### src/rtl/byteswap_seq_pkg.sv
// rtl/byteswap_seq_pkg.sv - shared state encoding and helper functions for the byteswap chunk sequencer
package byteswap_seq_pkg;

    // Sequencer states; IDLE must stay at encoding 0 so the reset value reads naturally.
    typedef enum logic [2:0] {
        ST_IDLE    = 3'd0,
        ST_ISSUE   = 3'd1,
        ST_WAIT    = 3'd2,
        ST_ADVANCE = 3'd3,
        ST_DONE    = 3'd4
    } seq_state_t;

    // Bytes to move in the next chunk: the remainder, capped at the chunk size.
    function automatic logic [63:0] chunk_len(input logic [63:0] remaining,
                                              input logic [63:0] max_bytes);
        return (remaining > max_bytes) ? max_bytes : remaining;
    endfunction

    // True when both the pointer and the size are multiples of the (power-of-two) alignment.
    function automatic logic is_aligned(input logic [63:0] ptr,
                                        input logic [63:0] size,
                                        input logic [63:0] align);
        logic [63:0] mask;
        mask = align - 64'd1;
        return ((ptr & mask) == 64'd0) && ((size & mask) == 64'd0);
    endfunction

endpackage

### src/rtl/byteswap_seq.sv
// rtl/byteswap_seq.sv - ap_ctrl_hs job sequencer splitting a transfer into chunks for the read/write masters (optional BYTESWAP_SEQ_PERF_EN adds perf counters)
module byteswap_seq
    import byteswap_seq_pkg::*;
#(
    parameter int C_ADDR_WIDTH      = 64,
    parameter int C_XFER_SIZE_WIDTH = 32,
    parameter int C_CHUNK_BYTES     = 65536,
    parameter int C_ALIGN_BYTES     = 64
) (
    input  logic                         ap_clk,
    input  logic                         ap_rst_n,
    input  logic                         ap_start,
    output logic                         ap_idle,
    output logic                         ap_done,
    output logic                         ap_ready,
    input  logic [C_ADDR_WIDTH-1:0]      gmem_ptr,
    input  logic [C_XFER_SIZE_WIDTH-1:0] xfer_size,
    output logic                         rd_start,
    output logic [C_ADDR_WIDTH-1:0]      rd_offset,
    output logic [C_XFER_SIZE_WIDTH-1:0] rd_length,
    input  logic                         rd_done,
    output logic                         wr_start,
    output logic [C_ADDR_WIDTH-1:0]      wr_offset,
    output logic [C_XFER_SIZE_WIDTH-1:0] wr_length,
    input  logic                         wr_done,
`ifdef BYTESWAP_SEQ_PERF_EN
    output logic [31:0]                  perf_cycles,
    output logic [15:0]                  perf_chunks,
`endif
    output logic                         err
);

    localparam int AW = C_ADDR_WIDTH;
    localparam int XW = C_XFER_SIZE_WIDTH;

    seq_state_t    state;
    logic          start_r;
    logic          start_pulse;
    logic          accept;
    logic [AW-1:0] cur_ptr;
    logic [XW-1:0] remaining;
    logic [XW-1:0] chunk;
    logic          rd_seen;
    logic          wr_seen;
    logic          both_done;
    logic          job_aligned;
    logic [XW-1:0] first_chunk;
    logic [XW-1:0] rem_next;
    logic [AW-1:0] ptr_next;
    logic [XW-1:0] next_chunk;

    // Rising edge of the level start; start_r resets low so a start held through reset still fires.
    assign start_pulse = ap_start & ~start_r;
    assign accept      = (state == ST_IDLE) && start_pulse;

    // A chunk completes once each master has reported done, in any order or together.
    assign both_done = (rd_seen | rd_done) & (wr_seen | wr_done);

    assign job_aligned = is_aligned(64'(gmem_ptr), 64'(xfer_size), 64'(C_ALIGN_BYTES));
    assign first_chunk = XW'(chunk_len(64'(xfer_size), 64'(C_CHUNK_BYTES)));
    assign rem_next    = remaining - chunk;
    assign ptr_next    = cur_ptr + AW'(chunk);
    assign next_chunk  = XW'(chunk_len(64'(rem_next), 64'(C_CHUNK_BYTES)));

    assign ap_idle  = (state == ST_IDLE);
    assign ap_done  = (state == ST_DONE);
    assign ap_ready = ap_done;
    assign rd_start = (state == ST_ISSUE);
    assign wr_start = (state == ST_ISSUE);

    // Register the host start level for edge detection.
    always_ff @(posedge ap_clk or negedge ap_rst_n) begin
        if (!ap_rst_n) begin
            start_r <= 1'b0;
        end else begin
            start_r <= ap_start;
        end
    end

    // Job state machine.
    always_ff @(posedge ap_clk or negedge ap_rst_n) begin
        if (!ap_rst_n) begin
            state <= ST_IDLE;
        end else begin
            case (state)
                ST_IDLE: begin
                    if (start_pulse) begin
                        if (!job_aligned || (xfer_size == '0)) begin
                            state <= ST_DONE;
                        end else begin
                            state <= ST_ISSUE;
                        end
                    end
                end
                ST_ISSUE:   state <= ST_WAIT;
                ST_WAIT:    if (both_done) state <= ST_ADVANCE;
                ST_ADVANCE: state <= (rem_next == '0) ? ST_DONE : ST_ISSUE;
                ST_DONE:    state <= ST_IDLE;
                default:    state <= ST_IDLE;
            endcase
        end
    end

    // Sticky misalignment flag, cleared by each accepted job.
    always_ff @(posedge ap_clk or negedge ap_rst_n) begin
        if (!ap_rst_n) begin
            err <= 1'b0;
        end else if (accept) begin
            err <= ~job_aligned;
        end
    end

    // Job progress: current address, bytes left and the size of the chunk in flight.
    always_ff @(posedge ap_clk or negedge ap_rst_n) begin
        if (!ap_rst_n) begin
            cur_ptr   <= '0;
            remaining <= '0;
            chunk     <= '0;
        end else if (accept) begin
            cur_ptr   <= gmem_ptr;
            remaining <= xfer_size;
            chunk     <= first_chunk;
        end else if (state == ST_ADVANCE) begin
            cur_ptr   <= ptr_next;
            remaining <= rem_next;
            chunk     <= next_chunk;
        end
    end

    // Master command registers, loaded on the way into ISSUE so they are valid with the start pulse
    // and held steady while the masters run.
    always_ff @(posedge ap_clk or negedge ap_rst_n) begin
        if (!ap_rst_n) begin
            rd_offset <= '0;
            wr_offset <= '0;
            rd_length <= '0;
            wr_length <= '0;
        end else if (accept && job_aligned && (xfer_size != '0)) begin
            rd_offset <= gmem_ptr;
            wr_offset <= gmem_ptr;
            rd_length <= first_chunk;
            wr_length <= first_chunk;
        end else if ((state == ST_ADVANCE) && (rem_next != '0)) begin
            rd_offset <= ptr_next;
            wr_offset <= ptr_next;
            rd_length <= next_chunk;
            wr_length <= next_chunk;
        end
    end

    // Remember which masters have finished the current chunk; only WAIT listens to done pulses.
    always_ff @(posedge ap_clk or negedge ap_rst_n) begin
        if (!ap_rst_n) begin
            rd_seen <= 1'b0;
            wr_seen <= 1'b0;
        end else if (state == ST_ISSUE) begin
            rd_seen <= 1'b0;
            wr_seen <= 1'b0;
        end else if (state == ST_WAIT) begin
            if (rd_done) rd_seen <= 1'b1;
            if (wr_done) wr_seen <= 1'b1;
        end
    end

`ifdef BYTESWAP_SEQ_PERF_EN
    logic perf_active;

    // Saturating job counters: cycles from the first ISSUE through DONE, and chunks issued.
    always_ff @(posedge ap_clk or negedge ap_rst_n) begin
        if (!ap_rst_n) begin
            perf_active <= 1'b0;
            perf_cycles <= '0;
            perf_chunks <= '0;
        end else if (accept) begin
            perf_active <= 1'b0;
            perf_cycles <= '0;
            perf_chunks <= '0;
        end else begin
            if (state == ST_ISSUE) begin
                perf_active <= 1'b1;
            end else if (state == ST_DONE) begin
                perf_active <= 1'b0;
            end
            if (((state == ST_ISSUE) || perf_active) && (perf_cycles != '1)) begin
                perf_cycles <= perf_cycles + 32'd1;
            end
            if ((state == ST_ISSUE) && (perf_chunks != '1)) begin
                perf_chunks <= perf_chunks + 16'd1;
            end
        end
    end
`endif

endmodule

### config.mk
export PLATFORM = sky130hd
export DESIGN_NAME = byteswap_seq
export DESIGN_NICKNAME = d
export VERILOG_FILES = /design/src/rtl/byteswap_seq_pkg.sv /design/src/rtl/byteswap_seq.sv
export SDC_FILE = /design/constraint.sdc
export NUM_CORES = 1
export LEC_CHECK = 0
export BUFFER_PORTS_ARGS = -buffer_cell sky130_fd_sc_hd__clkbuf_2
export CORE_MARGIN = 4
export CORE_UTILIZATION = 61
export CTS_CLUSTER_DIAMETER = 200
export DETAILED_ROUTE_END_ITERATION = 8
export PLACE_DENSITY = 0.87
export SKIP_LAST_GASP = 1
export SLEW_MARGIN = 20
export SYNTH_ARGS = -nofsm -noshare
export SYNTH_HDL_FRONTEND = slang
export SYNTH_SLANG_ARGS = --single-unit
### constraint.sdc
create_clock -name ap_clk -period 7.1 [get_ports ap_clk]
set_input_delay 0.355 -clock ap_clk [delete_from_list [all_inputs] [get_ports ap_clk]]
set_output_delay 0.355 -clock ap_clk [all_outputs]
set_load 0.05 [all_outputs]
==> impl_metrics.json <==
{
  "layout_common_cells": "clkbuf_2 (297), dfrtp_1 (231), nand2_1 (225)",
  "coreArea_mm2": 0.0253,
  "cts_sinks": 231,
  "die_h_um": 169,
  "nets": 2123,
  "clk_pin_slew_ns": 0.06,
  "synth_fa_ha_area_share_pct": 5.25,
  "final_common_cell": "clkbuf_2",
  "syn_inst": 1813,
  "synth_warnings": 0,
  "max-clock-path-buffers": 3,
  "routed_wl_um": 49200,
  "worstMarginPinSlew_ns": 1.09,
  "grt_pass1_wl_um": 77600,
  "crit_family": "compound AO/OA/AOI/OAI gates",
  "ir_worst_vdd_uv": 326,
  "clkLatencyLatePin_ns": 0.53,
  "synth_mux_area_share_pct": 6.27,
  "portBuffers": 298,
  "rows": 58,
  "final_antenna_net_count": 0,
  "first_global_vias": 14100,
  "diodes": 0,
  "leakage_nw": 7.96,
  "synth_edf_count": 0,
  "synth_fp_nets": 1979,
  "synth_xor_area_share_pct": 3.72,
  "h-tree-depth": 1,
  "grt_max_degree": 83,
  "synthDistinctLibCells": 78,
  "setup_violations": 0,
  "slew_headroom_pct": 27.2,
  "tns_ns": 0,
  "cts-root-buf": "clkbuf_16",
  "min_path_type": "in -> reg",
  "path_class": "reg -> reg",
  "cts_tree": "yes",
  "area_growth_pct": 11.2,
  "worstPathCellList": "ha_1, fa_1, nand2b_1, a21oi_1, o21ai_1, a311oi_1, nor4b_1, o32ai_1, or4_1, nor4_2, buf_4, o21ai_4, buf_4, mux2_2",
  "ys.flop_type": "dfrtp_1",
  "path_max_fanout": 59,
  "synth_area_mm2": 0.0158,
  "critPathRequiredTime_ns": 7.50,
  "cts_made_buffers": 25,
  "min_period_over_period_pct": 79.4,
  "whs_path_depth": 3,
  "status": "finished clean",
  "drv_slew": 0,
  "wl_per_cell_um": 21.4,
  "rsz0062_at_grt": "no",
  "power.density_mw_per_mm2": 523,
  "skew_ns": 0.0137,
  "period_minus_slack_ns": 5.63,
  "grt_overflow": 0,
  "place_ws_ns": 1.63,
  "cpMostUsedCell": "buf_4",
  "drt_first_pass_iters": 8,
  "vias": 15000,
  "setup_slack_ns": 1.47,
  "synth.area.top_cells": "dfrtp_1 (37%), nand2_1 (5.4%), ha_1 (5.0%)",
  "synth_top_family_by_area": "compound AO/OA/AOI/OAI gates",
  "final_cells": 2301,
  "crit_cells": 14,
  "drtIter0Drc": 1826,
  "critPathLaunchType": "flop",
  "drive_gt1_share_pct": 21.7,
  "design_area_mm2": 0.0175,
  "yosysTopAreaCellShare_pct": 36.7,
  "hold_viol_final": 0,
  "die_x_um": 169,
  "synth_compound_area_share_pct": 21.8,
  "yosys.area.top_type": "dfrtp_1",
  "dp_cells": 2258,
  "synth-seq-area-share_pct": 36.7,
  "antenna_found_initial": 0,
  "grt_usage_pct": 33.5,
  "async_flop_share_pct": 100,
  "ys_seq_elements": 231,
  "globalplace.congestion": 0.954,
  "cp.arrival_ns": 6.03,
  "dp_hpwl_um": 36300,
  "syn_area_per_cell_um2": 8.70,
  "post-cts-setup-buffers": 0,
  "io_pins": 299,
  "critPathBufInv": 2,
  "fmax_mhz": 177,
  "cts_resized": 0,
  "crit_path_end_kind": "flop",
  "rr_worst_depth": 14,
  "critical_path.max_stage_delay_ns": 0.83,
  "start_util_pct": 62.2,
  "route.detailed.drc": 0,
  "placed_area_mm2": 0.0167,
  "synth-simple-area-share_pct": 17.1,
  "power_w": 0.00917,
  "crit_slowest_cell": "o21ai_4",
  "die_area_mm2": 0.0285,
  "holdBufCountCts": 2,
  "viasPerCell": 6.54,
  "drv_cap": 0
}
layout make-up:
type | instances | area (µm²)
repair buffers | 317 | 1650
inverters | 76 | 285
fillers | 1949 | 7800
clock buffers | 29 | 671
clock inverters | 12 | 145
multi-input cells | 1306 | 8580
well taps | 330 | 413
flip-flops and latches | 231 | 5780
final timing paths:
kind	from	endpoint	slack (ns)
min reg2reg	remaining[16]	remaining[16]	0.51
max reg2reg	chunk[0]	wr_offset[42]	1.47
min in group asynchronous	ap_rst_n	wr_offset[34]	0.40
max in group asynchronous	ap_rst_n	chunk[9]	5.26
max	chunk[0]	wr_offset[42]	1.47
min	gmem_ptr[52]	cur_ptr[52]	0.05
report_power, final:
| part | internal (W) | leakage, nW | switching, W |
|---|---|---|---|
| clock | 0.000781 | 0.405 | 0.000552 |
| combinational | 0.00173 | 4.81 | 0.00382 |
| sequential | 0.00178 | 2.75 | 0.000499 |
synthesized netlist by cell type (all sizes together) (11+ instances only):
cell type  count
a21o          38
xor2          27
mux2          78
ha            63
o311ai        13
nor3          30
nand4         18
and2          14
a221o         18
nor4          20
inv           76
clkbuf        77
buf          123
or4           24
o21a          18
a21oi         91
a22oi         53
nand2b        11
and3          28
o41ai         13
nor2         123
a31oi         25
mux2i         11
dfrtp        231
nand3         37
nand2        226
o21ai        141
xnor2         40
sequential cells by signal, indices dropped and copies added, names as in the netlist:
register / flops
chunk: 32
cur_ptr: 64
err: 1
rd_seen: 1
remaining: 32
start_r: 1
state: 3
wr_length: 32
wr_offset: 64
wr_seen: 1
worst reg2reg max path, delay by kind of cell, from the launching register on:
kind                     cells  cell delay [ns]
AO/OA/AOI/OAI                5             2.47
AND/OR/NAND/NOR              4             0.55
adder cells (fa/ha/maj)      2             0.62
buffers and inverters        2             0.93
multiplexers                 1             0.51
flip-flops                   1             0.41
kinds of logic after synthesis:
kind of cell               Yosys count
adders and majority gates           65
and+or+nand+nor                    570
xor gates and xnor gates            67
AOI/OAI and AO/OA                  515
buffers and inverters              276
muxes                               89
DFF                                231
metrics by stage:
step                utilization [%]  hold slack (ns)
floorplan                         -           0.0594
global placement               65.9            0.384
detailed placement             65.9            0.399
CTS                            69.2           0.0442
global route                   69.2           0.0592
finish                         69.2           0.0533
routing by layer:
metal	vias to the layer above	track usage, %	routed length, µm
li1	6787	-	-
met1	7169	48.6	20500
met2	941	52.1	22000
met3	142	5.91	5350
met4	0	9.03	1380
met5	-	0	0
(Power assumes the default switching activity.)
